===== src/rtl/pkt_receiver_if.sv =====
// NoC-egress and frame-side signal bundle for pkt_receiver.
// master: the NoC source plus frame consumer (bench side); slave: the receiver.
interface pkt_receiver_if #(
   parameter int unsigned AVL_DATA_WIDTH = 512,
   parameter int unsigned FRAME_ID_WIDTH = 32
);
   localparam int unsigned WIDTH_PKT = AVL_DATA_WIDTH + 2 + FRAME_ID_WIDTH;

   logic [WIDTH_PKT-1:0]      noc_data_out;
   logic [3:0]                noc_valid_out;
   logic [3:0]                noc_sop_out;
   logic [3:0]                noc_eop_out;
   logic                      noc_ready_in;
   logic                      frame_valid;
   logic                      frame_ready;
   logic                      frame_write;
   logic                      frame_read;
   logic [FRAME_ID_WIDTH-1:0] frame_id;
   logic [AVL_DATA_WIDTH-1:0] frame_data;
   logic                      frame_sop;
   logic                      frame_eop;

   modport master (
      output noc_data_out, noc_valid_out, noc_sop_out, noc_eop_out, frame_ready,
      input  noc_ready_in, frame_valid, frame_write, frame_read, frame_id, frame_data,
             frame_sop, frame_eop
   );

   modport slave (
      input  noc_data_out, noc_valid_out, noc_sop_out, noc_eop_out, frame_ready,
      output noc_ready_in, frame_valid, frame_write, frame_read, frame_id, frame_data,
             frame_sop, frame_eop
   );
endinterface


===== src/rtl/pkt_receiver.sv =====
// NoC-egress packet sink: checks framing, keeps sticky error codes and counters, and buffers
// accepted beats in a small FIFO for the frame-side consumer.
// Optional build macro PKT_RECEIVER_DATA_CHECK_EN adds the in-packet payload increment check.
module pkt_receiver #(
   parameter int unsigned AVL_DATA_WIDTH = 512,
   parameter int unsigned FRAME_ID_WIDTH = 32,
   parameter int unsigned FIFO_DEPTH     = 4,
   parameter int unsigned MAX_BEATS      = 16
) (
   input  logic          clk,
   input  logic          rst,
   pkt_receiver_if.slave bus,
   output logic [15:0]   pkt_count,
   output logic [15:0]   err_count,
   output logic [4:0]    err_code
);
   localparam int unsigned WIDTH_PKT = AVL_DATA_WIDTH + 2 + FRAME_ID_WIDTH;
   localparam int unsigned ENTRY_W   = WIDTH_PKT + 2;
   localparam int unsigned PTR_W     = $clog2(FIFO_DEPTH);
   localparam int unsigned OCC_W     = $clog2(FIFO_DEPTH + 1);
   localparam int unsigned CNT_W     = $clog2(MAX_BEATS + 2);

   typedef enum logic [0:0] {StIdle, StInPkt} state_e;

   state_e                    state_q, state_d;
   logic [FRAME_ID_WIDTH-1:0] id_q, id_d;
   logic [CNT_W-1:0]          cnt_q, cnt_d;
   logic [15:0]               pkt_count_q, pkt_count_d;
   logic [15:0]               err_count_q, err_count_d;
   logic [4:0]                err_code_q, err_code_d;
   logic [ENTRY_W-1:0]        mem_q [FIFO_DEPTH];
   logic [PTR_W-1:0]          wr_ptr_q, wr_ptr_d, rd_ptr_q, rd_ptr_d;
   logic [OCC_W-1:0]          occ_q, occ_d;
   logic                      ready_q, ready_d;

   logic                      accept, push, pop, drop, pkt_done;
   logic [4:0]                err_set;
   logic                      beat_sop, beat_eop, beat_write, beat_read;
   logic [FRAME_ID_WIDTH-1:0] beat_id;
   logic [AVL_DATA_WIDTH-1:0] beat_data;
   logic [ENTRY_W-1:0]        head;
   logic                      unused_ctrl;

   // Only valid[0], sop[0] and eop[3] carry meaning; the other replicas are ignored.
   assign unused_ctrl = ^{bus.noc_valid_out[3:1], bus.noc_sop_out[3:1], bus.noc_eop_out[2:0]};

   assign beat_sop   = bus.noc_sop_out[0];
   assign beat_eop   = bus.noc_eop_out[3];
   assign beat_write = bus.noc_data_out[WIDTH_PKT-1];
   assign beat_read  = bus.noc_data_out[WIDTH_PKT-2];
   assign beat_id    = bus.noc_data_out[WIDTH_PKT-3 -: FRAME_ID_WIDTH];
   assign beat_data  = bus.noc_data_out[AVL_DATA_WIDTH-1:0];

   assign accept = bus.noc_valid_out[0] & ready_q;
   assign push   = accept & ~drop;
   assign pop    = bus.frame_valid & bus.frame_ready;

`ifdef PKT_RECEIVER_DATA_CHECK_EN
   logic [AVL_DATA_WIDTH-1:0] prev_data_q, prev_data_d;
   logic                      data_err;

   // Payload must step by one across non-sop write beats of a packet.
   always_comb begin
      prev_data_d = prev_data_q;
      data_err    = 1'b0;
      if (accept && !drop) begin
         prev_data_d = beat_data;
         if (state_q == StInPkt && !beat_sop && !beat_read &&
             beat_data != prev_data_q + AVL_DATA_WIDTH'(1)) begin
            data_err = 1'b1;
         end
      end
   end

   // Previous-payload register for the increment check.
   always_ff @(posedge clk) begin
      if (!rst) prev_data_q <= '0;
      else      prev_data_q <= prev_data_d;
   end
`else
   logic data_err;
   assign data_err = 1'b0;
`endif

   // Framing FSM plus sticky error and counter next-state.
   always_comb begin
      state_d     = state_q;
      id_d        = id_q;
      cnt_d       = cnt_q;
      pkt_count_d = pkt_count_q;
      err_count_d = err_count_q;
      err_set     = '0;
      drop        = 1'b0;
      pkt_done    = 1'b0;
      if (accept) begin
         err_set[3] = beat_write & beat_read;
         err_set[4] = data_err;
         unique case (state_q)
            StIdle: begin
               if (!beat_sop) begin
                  err_set[0] = 1'b1;
                  drop       = 1'b1;
               end else begin
                  id_d     = beat_id;
                  cnt_d    = CNT_W'(1);
                  state_d  = beat_eop ? StIdle : StInPkt;
                  pkt_done = beat_eop;
               end
            end
            StInPkt: begin
               if (beat_sop) begin
                  // Restart on an unexpected sop: the new packet owns the stream from here.
                  err_set[1] = 1'b1;
                  id_d       = beat_id;
                  cnt_d      = CNT_W'(1);
                  state_d    = beat_eop ? StIdle : StInPkt;
                  pkt_done   = beat_eop;
               end else begin
                  err_set[2] = (beat_id != id_q);
                  if (cnt_q >= CNT_W'(MAX_BEATS)) begin
                     err_set[3] = 1'b1;
                     state_d    = StIdle;
                  end else begin
                     cnt_d    = cnt_q + CNT_W'(1);
                     state_d  = beat_eop ? StIdle : StInPkt;
                     pkt_done = beat_eop;
                  end
               end
            end
            default: state_d = StIdle;
         endcase
      end
      if (pkt_done) pkt_count_d = pkt_count_q + 16'd1;
      if ((|err_set) && (err_count_q != 16'hFFFF)) err_count_d = err_count_q + 16'd1;
      err_code_d = err_code_q | err_set;
   end

   // FIFO pointer/occupancy next-state; ready looks one cycle ahead so the FIFO never overflows.
   always_comb begin
      wr_ptr_d = push ? wr_ptr_q + PTR_W'(1) : wr_ptr_q;
      rd_ptr_d = pop  ? rd_ptr_q + PTR_W'(1) : rd_ptr_q;
      occ_d    = occ_q + OCC_W'(push) - OCC_W'(pop);
      ready_d  = (occ_d < OCC_W'(FIFO_DEPTH));
   end

   // Control state; synchronous reset discards any partial packet.
   always_ff @(posedge clk) begin
      if (!rst) begin
         state_q     <= StIdle;
         id_q        <= '0;
         cnt_q       <= '0;
         pkt_count_q <= '0;
         err_count_q <= '0;
         err_code_q  <= '0;
         wr_ptr_q    <= '0;
         rd_ptr_q    <= '0;
         occ_q       <= '0;
         ready_q     <= 1'b0;
      end else begin
         state_q     <= state_d;
         id_q        <= id_d;
         cnt_q       <= cnt_d;
         pkt_count_q <= pkt_count_d;
         err_count_q <= err_count_d;
         err_code_q  <= err_code_d;
         wr_ptr_q    <= wr_ptr_d;
         rd_ptr_q    <= rd_ptr_d;
         occ_q       <= occ_d;
         ready_q     <= ready_d;
      end
   end

   // Beat storage; contents need no reset because the head is masked while empty.
   always_ff @(posedge clk) begin
      if (push) mem_q[wr_ptr_q] <= {beat_sop, beat_eop, bus.noc_data_out};
   end

   // Head outputs are forced to zero when the FIFO is empty.
   always_comb begin
      head = mem_q[rd_ptr_q] & {ENTRY_W{bus.frame_valid}};
   end

   assign bus.frame_valid  = (occ_q != '0);
   assign bus.frame_sop    = head[ENTRY_W-1];
   assign bus.frame_eop    = head[ENTRY_W-2];
   assign bus.frame_write  = head[WIDTH_PKT-1];
   assign bus.frame_read   = head[WIDTH_PKT-2];
   assign bus.frame_id     = head[WIDTH_PKT-3 -: FRAME_ID_WIDTH];
   assign bus.frame_data   = head[AVL_DATA_WIDTH-1:0];
   assign bus.noc_ready_in = ready_q;
   assign pkt_count        = pkt_count_q;
   assign err_count        = err_count_q;
   assign err_code         = err_code_q;
endmodule

===== src/flat_wrapper.sv =====
// flat-port wrapper written by rule: the top's interface ports become plain ports
module pkt_receiver_flat 
#(
   parameter int unsigned AVL_DATA_WIDTH = 512,
   parameter int unsigned FRAME_ID_WIDTH = 32,
   parameter int unsigned FIFO_DEPTH     = 4,
   parameter int unsigned MAX_BEATS      = 16
)
  (clk, rst, pkt_count, err_count, err_code, bus_noc_data_out, bus_noc_valid_out, bus_noc_sop_out, bus_noc_eop_out, bus_frame_ready, bus_noc_ready_in, bus_frame_valid, bus_frame_write, bus_frame_read, bus_frame_id, bus_frame_data, bus_frame_sop, bus_frame_eop);
  pkt_receiver_if #(.AVL_DATA_WIDTH(AVL_DATA_WIDTH), .FRAME_ID_WIDTH(FRAME_ID_WIDTH)) bus_i ();
  input  logic clk;
  input  logic rst;
  output logic [15:0] pkt_count;
  output logic [15:0] err_count;
  output logic [4:0] err_code;
  input wire logic [$bits(bus_i.noc_data_out)-1:0] bus_noc_data_out;
  input wire logic [$bits(bus_i.noc_valid_out)-1:0] bus_noc_valid_out;
  input wire logic [$bits(bus_i.noc_sop_out)-1:0] bus_noc_sop_out;
  input wire logic [$bits(bus_i.noc_eop_out)-1:0] bus_noc_eop_out;
  input wire logic [$bits(bus_i.frame_ready)-1:0] bus_frame_ready;
  output wire logic [$bits(bus_i.noc_ready_in)-1:0] bus_noc_ready_in;
  output wire logic [$bits(bus_i.frame_valid)-1:0] bus_frame_valid;
  output wire logic [$bits(bus_i.frame_write)-1:0] bus_frame_write;
  output wire logic [$bits(bus_i.frame_read)-1:0] bus_frame_read;
  output wire logic [$bits(bus_i.frame_id)-1:0] bus_frame_id;
  output wire logic [$bits(bus_i.frame_data)-1:0] bus_frame_data;
  output wire logic [$bits(bus_i.frame_sop)-1:0] bus_frame_sop;
  output wire logic [$bits(bus_i.frame_eop)-1:0] bus_frame_eop;
  assign bus_i.noc_data_out = bus_noc_data_out;
  assign bus_i.noc_valid_out = bus_noc_valid_out;
  assign bus_i.noc_sop_out = bus_noc_sop_out;
  assign bus_i.noc_eop_out = bus_noc_eop_out;
  assign bus_i.frame_ready = bus_frame_ready;
  assign bus_noc_ready_in = bus_i.noc_ready_in;
  assign bus_frame_valid = bus_i.frame_valid;
  assign bus_frame_write = bus_i.frame_write;
  assign bus_frame_read = bus_i.frame_read;
  assign bus_frame_id = bus_i.frame_id;
  assign bus_frame_data = bus_i.frame_data;
  assign bus_frame_sop = bus_i.frame_sop;
  assign bus_frame_eop = bus_i.frame_eop;
  pkt_receiver #(.AVL_DATA_WIDTH(AVL_DATA_WIDTH), .FRAME_ID_WIDTH(FRAME_ID_WIDTH), .FIFO_DEPTH(FIFO_DEPTH), .MAX_BEATS(MAX_BEATS)) u_core (.clk(clk), .rst(rst), .bus(bus_i), .pkt_count(pkt_count), .err_count(err_count), .err_code(err_code));
endmodule

===== config.mk =====
export PLATFORM = sky130hd
export DESIGN_NAME = pkt_receiver_flat
export DESIGN_NICKNAME = d
export VERILOG_FILES = /design/src/rtl/pkt_receiver_if.sv /design/src/rtl/pkt_receiver.sv /design/src/flat_wrapper.sv
export SDC_FILE = /design/constraint.sdc
export NUM_CORES = 2
export LEC_CHECK = 0
export ABC_AREA = 1
export BUFFER_PORTS_ARGS = -buffer_cell sky130_fd_sc_hd__buf_2
export CAP_MARGIN = 20
export CORE_AREA = 2 2 473 475
export CTS_BUF_LIST = sky130_fd_sc_hd__clkbuf_8
export CTS_CLUSTER_SIZE = 10
export DETAILED_ROUTE_END_ITERATION = 8
export DIE_AREA = 0 0 475 477
export RECOVER_POWER = 100
export SYNTH_ARGS = -nofsm -noshare
export SYNTH_HDL_FRONTEND = slang
export SYNTH_SLANG_ARGS = --single-unit

===== constraint.sdc =====
create_clock -name clk -period 46.8 [get_ports clk]
set_input_delay 0 -clock clk [delete_from_list [all_inputs] [get_ports clk]]
set_output_delay 0 -clock clk [all_outputs]
set_load 0.01 [all_outputs]

* After elaboration in Yosys (flattened, before gate mapping)
Memory sizes are Yosys's and may differ from the RTL's. A register that Yosys moved wholly into a read port is not among the register bits.
Cells that the tools add are included.
** Word-level totals
- Input port bits :: 561
- Bits in latches :: 0
- Output and inout bits :: 587
- Bits in writable memories :: 2192
- Bits in read-only memories :: 0
- Memories kept :: 1
- Word-level logic and storage cells :: 64
- Register bits after elaboration :: 83
** Memories
- u_core.mem_q :: depth 4, width 548, rd ports 1, clocked after Yosys merged registers in 1, wr ports 1, RTL line pkt_receiver.sv:31 : logic [ENTRY_W-1:0] mem_q [FIFO_DEPTH];
** Operators by class
- Multiplexer cells :: 27
- Reductions and logical operators :: 5
- Div/mod/pow operators :: 0
- Order comparisons :: 2
- Shift operators :: 0
- Bitwise operators :: 8
- Equal/unequal tests :: 4
- Add/sub/neg operators :: 7
- Multipliers :: 0
** Operators with widths (number)
- $and A548 B548 Y548 :: 1
- $add A16 B1 Y16 const B :: 2
- $mux W32 :: 1
- $ne A32 B32 Y1 :: 1
- $ne A16 B16 Y1 const B :: 1
- $mux W1 :: 15
- $mux W5 :: 3
- $pmux W5 S2 :: 1
- $mux W2 :: 3
- $add A5 B1 Y5 const B :: 1
- $ge A5 B5 Y1 const B :: 1
- $or A5 B4 Y5 :: 1
- $reduce_or A5 Y1 :: 1
- $add A2 B1 Y2 const B :: 2
- $and A1 B1 Y1 :: 4
- $mux W4 :: 1
- $pmux W1 S2 :: 2
- $add A3 B1 Y3 :: 1
- $lt A3 B3 Y1 const B :: 1
- $mux W3 :: 1
- $ne A3 B3 Y1 const B :: 1
- $reduce_and A3 Y1 :: 1
- $reduce_bool A3 Y1 :: 1
- $sub A3 B1 Y3 :: 1
- other kinds (4) :: 5

* Depth between registers and ports, before layout
- Depth in word-level cells :: 8
- Gate-level depth with buffers :: 14
- Depth with buffers taken out :: 14

* Least setup slack after synthesis
No wires, ideal clock.
- Path kind :: register to register
- Start :: register u_core.ready_q (netlist: u_core.bus.noc_ready_in)
- End :: memory u_core.mem_q[0][0] in the netlist's numbering (enable)
- Stages on the path, launching flop included :: 5
- Arrival :: 23.469 ns
- Slack :: 21.860 ns
- Path through :: dfxtp_1 nand2_4 nor2_8 inv_1 nor2_1
** Between the ends
- Word-level cells in the longest chain between the ends :: 6
** Ends and longest elaborated chain
- start: declaration :: RTL line pkt_receiver.sv:34 : logic ready_q, ready_d;
- start signal: assignment :: RTL line pkt_receiver.sv:169 : ready_q <= ready_d;
- $and A1 B1 Y1 * :: RTL line pkt_receiver.sv:54 : assign accept = bus.noc_valid_out[0] & ready_q;
- $mux W1 :: RTL line pkt_receiver.sv:95 : if (accept) begin
- $not A1 Y1 :: RTL line pkt_receiver.sv:55 : assign push = accept & ~drop;
- $and A1 B1 Y1 * :: RTL line pkt_receiver.sv:55
- named net u_core.push :: RTL line pkt_receiver.sv:36 : logic accept, push, pop, drop, pkt_done;
- $mux W1 * :: RTL line pkt_receiver.sv:175 : if (push) mem_q[wr_ptr_q] <= {beat_sop, beat_eop, bus.noc_data_out};
- $mux W1 (not written as such) * :: RTL line pkt_receiver.sv:175
- end: declaration :: RTL line pkt_receiver.sv:31
The timed path passes the listed nets; every way through them passes the cells marked *.

* Worst setup path in the final report
- Start :: register u_core.ready_q (netlist: u_core.bus.noc_ready_in)
- End :: memory u_core.mem_q[3][156] in the netlist's numbering (enable)
The elaborated chain is that of the path after synthesis.

==> results.py <==
metrics = {
    "outcome": {
        "status": "finished with violations",
        "violations": "capacitance limit, slew limit",
    },
    "clock_network": {
        "cts_tree": "done",
        "clock_latency_ns": 1.11,
        "cts.root.buffer_cell": "clkbuf_8",
        "cts_resized": 0,
        "h-tree-depth": 5,
        "cts_made_buffers": 384,
        "clockBufferDepth": 4,
        "clock-sinks": 2276,
        "clkTransAtPathRegs_ns": 0.06,
    },
    "placed_design": {
        "placedCellCount": 10780,
        "pre_cts_ws_ns": 41.50,
        "place.gp.congestion": 0.8087,
        "place_area_um2": 96580,
        "dp_hpwl_um": 149700,
        "io_buffers": 1137,
    },
    "logic_synthesis": {
        "synth-seq-area-share_pct": 76.41,
        "syn_inst": 7027,
        "post-synth-top-area-cell": "edfxtp_1",
        "ys_ff_latch": 2276,
        "yosysWarnings": 0,
        "synth-main-ff-cell": "edfxtp_1",
        "syn_nets": 7599,
        "syn_area_um2": 88350,
        "yosysUniqueCellTypes": 36,
        "synth_edf_count": 2192,
        "synth_top_area_share_pct": 74.51,
        "synthTopCellsByArea": "edfxtp_1, nor2_1, o21ai_0",
        "async_reset_ff_share_pct": 0,
        "syn_avg_cell_area_um2": 12.57,
    },
    "finish": {
        "design_area_um2": 113200,
        "layout_commonest_cell": "nor2_1",
        "nNetsFinal": 9870,
        "post-route-util_pct": 51.14,
        "layout_common_cells": "nor2_1, edfxtp_1, o21ai_0",
        "area_growth_syn_to_layout_pct": 28.18,
        "final_layout_size_suffix_gt1_share_pct": 10.63,
        "final-instance-count-excl-fill": 12600,
    },
    "sta": {
        "clock.fmax_mhz": 65.59,
        "fin_hold_ws_ns": 0.2146,
        "drv_slew": 3382,
        "fin_setup_tns_ns": 0,
        "skew_ns": 0.08341,
        "rsz0062_at_grt": "no",
        "finalSetupViolCount": 0,
        "worst_pin_slew_ns": 10.18,
        "period_needed_ns": 15.25,
        "fin_crit_sh_pct": 32.58,
        "relSlewSlack_pct": -578.9,
        "report.final.hold_viol_count": 0,
        "setup_slack_ns": 31.55,
    },
    "routing": {
        "vias": 63110,
        "drtIter0Drc": 5057,
        "wire_per_inst_um": 20.69,
        "drc": 0,
        "drt_first_pass_iters": 7,
        "drt_wl_total_um": 260800,
        "vias_per_cell": 5.008,
        "ant_nets": 0,
    },
    "setup_path": {
        "worstPathRequired_ns": 47.36,
        "cp-end-kind": "flop",
        "cp_max_fo": 141,
        "crit_start": "u_core.bus.noc_ready_in",
        "r2r-start": "u_core.bus.noc_ready_in",
        "critPathKind": "flop to flop",
        "cp.arrival_ns": 15.81,
        "cp-start-kind": "flop",
    },
    "global_routing": {
        "grt-ovfl-total": 0,
        "grt_max_degree": 245,
        "grtUsageTotal_pct": 21.96,
        "grt_pass1_vias": 61100,
        "antenna_found_initial": 71,
        "grt_pass1_wl_um": 381000,
    },
    "power_and_ir_drop": {
        "p_leak_nw": 39.36,
        "fin_total_pwr_mw": 5.392,
        "p_per_area_nw_per_um2": 47.62,
        "peakVddDrop_uv": 39.53,
    },
    "job": {
        "cap_violations": 56,
    },
    "die": {
        "ioPinCount": 1148,
        "initial_core_util_pct": 39.90,
        "rows": 173,
        "dieHeight_um": 477,
        "die-area_um2": 226600,
        "core_um2": 221400,
        "die_w_um": 475,
    },
    "hold_path": {
        "hp-class": "primary input to flop",
        "hold_path.startpoint": "rst",
    },
}
## layer usage
metal / GRT usage (%) / up-vias / part of all wire [%]
li1: - / 29560 / -
met1: 26.83 / 30580 / 39
met2: 35.63 / 2405 / 48
met3: 7.211 / 522 / 9.2
met4: 9.189 / 44 / 4.0
met5: 0 / - / 0.11
## kinds of logic (layout without fill, tap and decap cells)
logic type / count (synthesis) / count (layout) / share of synthesized area, %
XOR/XNOR: 30 / 30 / 0.2974
adder cells (fa/ha/maj): 11 / 11 / 0.1643
flip-flops: 2276 / 2276 / 76.41
other: 1 / 55 / 0.004245
AO/OA/AOI/OAI: 1740 / 1740 / 9.868
buffers and inverters: 511 / 3057 / 2.553
AND/OR/NAND/NOR: 2458 / 2458 / 10.70
## cell usage after synthesis, types with 13 or more instances
cell type and count:
a21oi_1 592, buf_1 38, buf_2 114, buf_4 52, clkbuf_1 238, dfxtp_1 84, edfxtp_1 2192, inv_1 65
nand2_1 98, nand3_1 21, nor2_1 2299, o21ai_0 1132, o21ai_1 13, xnor2_1 27
## path summary, 6_finish.rpt
kind / slack (ns) / to / cells past startpoint
worst max register to register: 31.55 / u_core.mem_q[3][156] / 7
worst min-delay path: 0.21 / u_core.pkt_count[0] / 5
worst min register to register: 0.45 / u_core.err_code[2] / 2
worst max-delay path: 31.55 / u_core.mem_q[3][156] / 7
## worst max-delay path: stages (launching register included)
cell and delay [ns]:
dfxtp_1 0.38, nand2_1 0.17, nor2_1 0.46, inv_1 0.21
nor2_1 0.79, clkbuf_1 7.01, clkbuf_1 3.20, clkbuf_1 2.23
## power breakdown
group,total (mW),switching [mW],internal (mW)
logic,1.49,1.06,0.428
registers,2.33,0.0223,2.31
clock network,1.57,0.778,0.795
## state kept, by name, summed over array words and instances, names as in the netlist, named ones only
register,count
u_core.rd_ptr_q,2
u_core.err_code,4
u_core.id_q,32
u_core.occ_q,3
u_core.bus.noc_ready_in,1
u_core.pkt_count,16
u_core.wr_ptr_q,2
u_core.mem_q,2192
u_core.state_q,1
u_core.err_count,16
u_core.cnt_q,5
## area by class of cell
| class | instances | area (um^2) |
|---|---|---|
| antenna | 54 | 135.1 |
| clock buffer | 392 | 5395 |
| clock inverter | 269 | 1232 |
| fill | 19300 | 108200 |
| inverter | 69 | 274.0 |
| multi-input combinational | 4240 | 18490 |
| sequential | 2276 | 67510 |
| tap | 2975 | 3722 |
| timing repair buffer | 2327 | 16490 |
## repair_timing
action,in CTS,in global routing
endpoints found under the hold margin,2331,0
hold buffers,1106,0
setup buffers,0,0
Power figures use the tool's default switching activity.
